**src/rtl/count_pkg.sv**
```systemverilog
// count_pkg: shared state encoding and default parameters for count_seq_monitor.
package count_pkg;
  localparam int SYNC_LEN_DEF = 4;
  localparam int STAT_W_DEF = 8;
  localparam logic [0:0] SEARCH = 1'b0;
  localparam logic [0:0] LOCKED = 1'b1;
endpackage

```
**src/rtl/sat_counter.sv**
```systemverilog
// sat_counter: saturating up-counter with sync clear and async reset.
module sat_counter #(
  parameter int W = 8
) (
  input  logic         clk,
  input  logic         rst,
  input  logic         clr,
  input  logic         inc,
  output logic [W-1:0] count
);
  logic [W-1:0] count_d, count_q;
  always_comb count_d = clr ? '0 : (inc && count_q != '1) ? count_q + 1'b1 : count_q;
  always_ff @(posedge clk or posedge rst)
    if (rst) count_q <= '0;
    else     count_q <= count_d;
  assign count = count_q;
endmodule

```
**src/rtl/count_seq_monitor.sv**
```systemverilog
// count_seq_monitor: tracks a mod-16 up-count stream, flags lock, loss of sequence and wraps.
module count_seq_monitor
  import count_pkg::*;
#(
  parameter int SYNC_LEN = SYNC_LEN_DEF,
  parameter int STAT_W   = STAT_W_DEF
) (
  input  logic              clk,
  input  logic              reset,
  input  logic [3:0]        count_in,
  input  logic              clear,
  output logic              locked,
  output logic              err,
  output logic              wrap,
  output logic [STAT_W-1:0] err_count,
  output logic [STAT_W-1:0] wrap_count
);
  localparam logic [3:0] SYNC_N = 4'(SYNC_LEN);
  logic [0:0] state_d, state_q;
  logic [3:0] match_cnt_d, match_cnt_q, prev_d, prev_q;
  logic       prev_valid_d, prev_valid_q, err_d, err_q, wrap_d, wrap_q;
  logic       match, mismatch;
  assign match    = prev_valid_q && count_in == prev_q + 4'd1;
  assign mismatch = prev_valid_q && !match;
  always_comb begin
    state_d      = state_q;
    match_cnt_d  = match_cnt_q;
    err_d        = 1'b0;
    wrap_d       = 1'b0;
    prev_d       = clear ? 4'd0 : count_in;
    prev_valid_d = !clear;
    if (clear) begin
      state_d     = SEARCH;
      match_cnt_d = 4'd0;
    end else if (state_q == SEARCH) begin
      match_cnt_d = match ? match_cnt_q + 4'd1 : mismatch ? 4'd0 : match_cnt_q;
      if (match && match_cnt_q + 4'd1 == SYNC_N) begin
        state_d     = LOCKED;
        match_cnt_d = 4'd0;
      end
    end else begin
      err_d   = mismatch;
      wrap_d  = match && prev_q == 4'hf;
      state_d = mismatch ? SEARCH : LOCKED;
    end
  end
  always_ff @(posedge clk or posedge reset)
    if (reset) begin
      state_q      <= SEARCH;
      match_cnt_q  <= 4'd0;
      prev_q       <= 4'd0;
      prev_valid_q <= 1'b0;
      err_q        <= 1'b0;
      wrap_q       <= 1'b0;
    end else begin
      state_q      <= state_d;
      match_cnt_q  <= match_cnt_d;
      prev_q       <= prev_d;
      prev_valid_q <= prev_valid_d;
      err_q        <= err_d;
      wrap_q       <= wrap_d;
    end
  sat_counter #(.W(STAT_W)) u_err_cnt (
    .clk(clk), .rst(reset), .clr(clear), .inc(err_d), .count(err_count)
  );
  sat_counter #(.W(STAT_W)) u_wrap_cnt (
    .clk(clk), .rst(reset), .clr(clear), .inc(wrap_d), .count(wrap_count)
  );
  assign locked = state_q == LOCKED;
  assign err    = err_q;
  assign wrap   = wrap_q;
endmodule
```
**config.mk**
```make
export PLATFORM = sky130hd
export DESIGN_NAME = count_seq_monitor
export DESIGN_NICKNAME = d
export VERILOG_FILES = /design/src/rtl/count_pkg.sv /design/src/rtl/sat_counter.sv /design/src/rtl/count_seq_monitor.sv
export SDC_FILE = /design/constraint.sdc
export NUM_CORES = 1
export LEC_CHECK = 0
export ABC_CLOCK_PERIOD_IN_PS = 2400
export CAP_MARGIN = 20
export CORE_MARGIN = 4
export CORE_UTILIZATION = 44
export CTS_CLUSTER_DIAMETER = 30
export DETAILED_ROUTE_END_ITERATION = 12
export PLACE_DENSITY = 0.71
export SLEW_MARGIN = 20
export SYNTH_ARGS = -nofsm -noshare
export SYNTH_HDL_FRONTEND = slang
export SYNTH_SLANG_ARGS = --single-unit
```
**constraint.sdc**
```tcl
create_clock -name clk -period 2.4 [get_ports clk]
set_input_delay 0.72 -clock clk [delete_from_list [all_inputs] [get_ports clk]]
set_output_delay 0.72 -clock clk [all_outputs]
set_load 0.005 [all_outputs]
```
After elaboration in Yosys (flattened, before gate mapping):

Cells that the tools add are included.

* add/sub/neg operators: 4
* equal/unequal tests: 6
* mux-type cells: 18
* reductions and logical operators: 12

Operators with widths (number)
* 8-bit two-way mux: 4
* 4-bit two-way mux: 6
* 8-bit by 1-bit adder with 8-bit output (second input constant): 2
* 8-bit != test (second input constant): 2
* 4-bit by 1-bit adder with 4-bit output (second input constant): 2
* 1-bit two-way mux: 8
* 1-bit logical AND: 6
* 4-bit by 3-bit equality test with 1-bit output (second input constant): 1
* 4-bit equality test: 1
* 4-bit equality test (second input constant): 1
* 2-bit nonzero test: 2
* 4-bit nonzero test: 1
* 1-bit zero test: 2
* 2-bit != test (second input constant): 1
* 2-bit AND reduction: 1

* register bits after elaboration: 28
* input bits: 7
* output and inout bits: 19

Longest topological paths before layout:

* depth after elaboration: 10
* gate-level depth with buffers: 7
* depth with buffers taken out: 6

Modules after synthesis:

Synthesis repeated with hierarchy kept, for this count alone.

* cells, all modules: 163
* area, all modules: 1657.8 um^2

Modules (own cells, without submodules)
* sat_counter: instances 2, cells each 49, area an instance 493.0 um^2, seq. area each 200.2 um^2
* count_seq_monitor: instances 1, cells each 65, area an instance 671.9 um^2, seq. area each 300.3 um^2

Least setup slack after synthesis:

No wires, ideal clock.

* kind: input-to-reg
* start point: input port clear
* end point: register u_wrap_cnt.count_q[4] (netlist: u_wrap_cnt.count[4])
* arrival: 2314 ps
* data required time: 2323 ps
* path slack: 9 ps
* stages on the path: 6
* path buffers: 1
* path through: clkdlybuf4s18_1 nand4b_1 a2111o_1 nor3_4 or3b_1 a21oi_1

* cells in the longest elaborated chain, start to end: 3

Ends and longest elaborated chain
* start, declared: line count_seq_monitor.sv:11 `input logic clear,`
* 1-bit two-way mux: line count_seq_monitor.sv:32 `if (clear) begin`
* 1-bit logical AND: line sat_counter.sv:12 `always_comb count_d = clr ? '0 : (inc && count_q != '1) ? count_q + 1'b1 : count_q;`
* 2-bit nonzero test (no source line)
* end signal, assigned: line sat_counter.sv:15 `else count_q <= count_d;`
* end, declared: line sat_counter.sv:11 `logic [W-1:0] count_d, count_q;`

Several ways; a longest one is shown, not always the timed one.
A chain may end at the register's enable or synchronous reset.

Final worst setup path:

* start point: input port count_in[3]
* end point: register match_cnt_q[3]

* cells in the longest elaborated chain, start to end: 6

Ends and longest elaborated chain
* start, declared: line count_seq_monitor.sv:10 `input logic [3:0] count_in,`
* 4-bit equality test *: line count_seq_monitor.sv:23 `assign match = prev_valid_q && count_in == prev_q + 4'd1;`
* 1-bit logical AND *: line count_seq_monitor.sv:23
* 4-bit two-way mux (tied with other cells): line count_seq_monitor.sv:36 `match_cnt_d = match ? match_cnt_q + 4'd1 : mismatch ? 4'd0 : match_cnt_q;`
* 4-bit two-way mux or 1-bit logical AND (tied branches): line count_seq_monitor.sv:37, count_seq_monitor.sv:24
* 4-bit two-way mux or 4-bit nonzero test (tied branches)
* 4-bit two-way mux or 2-bit AND reduction (tied branches)
* end signal, assigned: line count_seq_monitor.sv:57 `match_cnt_q <= match_cnt_d;`
* end, declared: line count_seq_monitor.sv:20 `logic [3:0] match_cnt_d, match_cnt_q, prev_d, prev_q;`

Every way passes the cells marked *; elsewhere a longest branch is shown, timed or not. The select of a mux whose other input is x is not followed.

==> impl_results.md <==
* Most common cell after layout, fill and taps aside: dfrtp_1
* Crit path max-delay family: simple AND/OR/NAND/NOR gates
* Status: completed
* Vias in the first global route at 1342
* Finished Layout Cells at 239
* DRC violation count after routing at 0
* Yosys warns at 0
* # port buffers at 25
* Worst r2r path cells at 6
* Final WS setup at 0.0943 ns
* Maximum fanout along the worst path at 3
* Vias at 1348
* Final wirelength at 3470 µm
* R2R Path Start: prev_q[0]$_DFF_PP0_
* Initial core utilization at 45.9%
* First-pass DRT Iterations at 4
* Antenna-violating nets left at 0
* Req. time, crit path at 2.65 ns
* Unique masters post-synth at 42
* Num CTS Buffers at 3
* Die Area at 0.00449 mm²
* Post-CTS Hold Buffers at 0
* Critical path's slowest cell: clkdlybuf4s50_1
* Area grow syn2layout at 27.7%
* Total inserted antenna cells at 0
* Root Buffer: clkbuf_4
* Critical path arrival at 2.56 ns
* CP Launch Type: primary input
* Fmax at 434 MHz
* RSZ-0062 raised after global routing: false
* R2r setup slk at 0.23 ns
* Net count after synthesis at 167
* Detailed Route Iter0 Violations at 74
* Worst-path cell chain: clkdlybuf4s50_1 > xor2_1 > xnor2_1 > or3_1 > or4_1 > a31oi_1
* Worst-Skew Late Latency at 0.32 ns
* # IOs at 26
* Post-synthesis cell count at 156
* Die height at 67.0 µm
* GR Util All Layers at 17.3%
* Cell area after layout at 0.00196 mm²
* FP Rows at 21
* Worst Clk Skew at 0.00410 ns
* Slew @ Worst Pin at 0.363 ns
* Clock-pin slew on the worst setup and hold paths at 0.15 ns
* CTS max path bufs at 2
* Most frequent cells in the layout: 28 x dfrtp_1, 25 x clkdlybuf4s50_1, 14 x nand2_1
* Hold depth at 1
* Final Setup Violations at 0
* Crit end category: register
* CTS tree: done
* Placement Cell Area at 0.00190 mm²
* Share of cells above drive strength 1 at 13.5%
* Netlist Area Pre-Place at 0.00153 mm²
* Top cells by area, synth: dfrtp_1 46%, nand3_1 3.6%, nand2_1 3.4%, ha_1 3.3%, nor2_1 2.7%
* First-pass GRT wire length at 5950 µm
* CP Depth at 6
* Nets@finish at 205
* Critical path buffers and inverters at 1
* Hold endpoint: locked$_DFF_PP0_
* Worst VDD drop at 0.152 mV
* HPWL after DPL at 2550 µm
* Crit-path max cell delay at 0.48 ns
* Mean Syn Cell Area at 9.82 µm²
* Pre-CTS setup slack at -0.326 ns
* H-tree levels at 1
* Minimum clock period after layout at 2.31 ns
* Seq/Total Area, Yosys at 45.8%
* Die Wd at 67.0 µm
* GPL Wtd Cong at 0.766
* Pwr/cell area at 407 mW/mm²
* Setup repair bufs after CTS at 0
* Largest net degree at the start of global routing at 29
* WS Path Type: primary input to register
* Synth top area share at 45.8%
* Hold Startpoint: prev_valid_q$_DFF_PP0_
* Max_slew headroom at 75.8%
* Final-report max-slew violation count at 0
* Period utilization at 96.1%
* Hold Fails Final Rpt at 0
* CORE AREA at 0.00334 mm²
* FF-to-FF End: u_wrap_cnt.count[6]$_DFFE_PP0P_
* Routed wire per std cell at 14.5 µm
* Leakage at 0.794 nW
* Grt ovf at 0
* Initial antenna violation count at 0
* # Max-Cap Violations at 0
* Via density at 5.64
* DP Cell Count at 235
* Seq cells post-synth at 28
* Clk sinks at 28
* Worst hold path class: register to register
* Cell taking the most area after synthesis: dfrtp_1
[metrics by stage]
step	utilization, %	hold slack, ns	setup TNS (ns)	total power [mW]
after global routing	58.6	0.558	0	0.832
after floorplan	-	0.474	0	0.538
final	58.6	0.515	0	0.795
after detailed placement	57.0	0.493	-3.02	0.575
after global placement	57.0	0.490	-2.59	0.572
after CTS	58.1	0.516	0	0.804
[cell type report]
cell class	instances	area, µm²
clock buffer	4	36.3
fill	299	1380
inverter	5	18.8
multi-input combinational	118	795
sequential	28	701
tap	46	57.6
timing repair buffer	38	348
[synth_stat cells, drive strengths merged]
master / instances
nand4b: 3
nor4: 3
dfrtp: 28
nand3: 11
nand3b: 1
ha: 4
nand2b: 1
or3: 2
a21oi: 7
o31ai: 2
clkbuf: 4
and3: 1
a211oi: 1
clkinv: 1
a31oi: 4
o21ai: 4
mux2i: 4
o41ai: 3
a311oi: 1
xor3: 1
nand2: 14
nor2: 11
a21o: 1
or3b: 3
a2111o: 1
mux2: 2
nand4: 3
and2: 3
nor2b: 6
nor3: 8
or2: 2
clkdlybuf4s18: 1
xor2: 2
xnor2: 3
or4: 2
and4: 2
inv: 4
o311ai: 1
nor3b: 1
[routing by layer]
metal  track usage, %  vias to the layer above  share of wire, %
met5                0                        -                 0
met2             30.3                       41                50
met4             5.57                        0              0.40
li1                 -                      649                 -
met3             2.70                        2               4.8
met1             21.5                      656                45
[kinds of logic after synthesis]
family	count (synthesis)	synth area share, %
multiplexers	6	4.08
AND/OR/NAND/NOR	77	28.2
flip-flops	28	45.8
AO/OA/AOI/OAI	25	10.8
adder cells (fa/ha/maj)	4	3.27
buffers and inverters	10	3.51
XOR/XNOR	6	4.41
[timing repair]
item	CTS	global route
endpoints found under the setup margin	0	5
hold endpoints to repair	0	0
gates resized for setup	0	3
[registers in the layout, indices dropped and copies added (netlist names)]
| signal | cells |
|---|---|
| u_err_cnt.count | 8 |
| u_wrap_cnt.count | 8 |
| prev_valid_q | 1 |
| err | 1 |
| match_cnt_q | 4 |
| prev_q | 4 |
| wrap | 1 |
| locked | 1 |
[worst max path at each step]
stage                start                              end  slack (ns)
2_1_floorplan        clear  u_wrap_cnt.count[4]$_DFFE_PP0P_       0.009
3_3_place_gp   count_in[3]   u_err_cnt.count[0]$_DFFE_PP0P_       -0.28
3_5_place_dp   count_in[2]  u_wrap_cnt.count[6]$_DFFE_PP0P_       -0.33
4_1_cts        count_in[2]  u_wrap_cnt.count[6]$_DFFE_PP0P_        0.05
5_1_grt              clear  u_wrap_cnt.count[6]$_DFFE_PP0P_       0.009
6_report       count_in[3]       match_cnt_q[3]$_DFFE_PP0P_        0.09
[report_power, final]
part / switching, mW / internal, mW / leakage (nW)
Clock: 0.135 / 0.0927 / 0.0210
Sequential: 0.00428 / 0.477 / 0.385
Combinational: 0.0479 / 0.0381 / 0.389
[worst reg2reg max path: stages, from the launching register on]
cell and delay [ns]:
dfrtp_1 0.43, ha_1 0.23, xor3_1 0.40, a2111o_1 0.37
nor3_4 0.15, or3b_1 0.37, a21oi_1 0.16
Power figures use the tool's default switching activity.
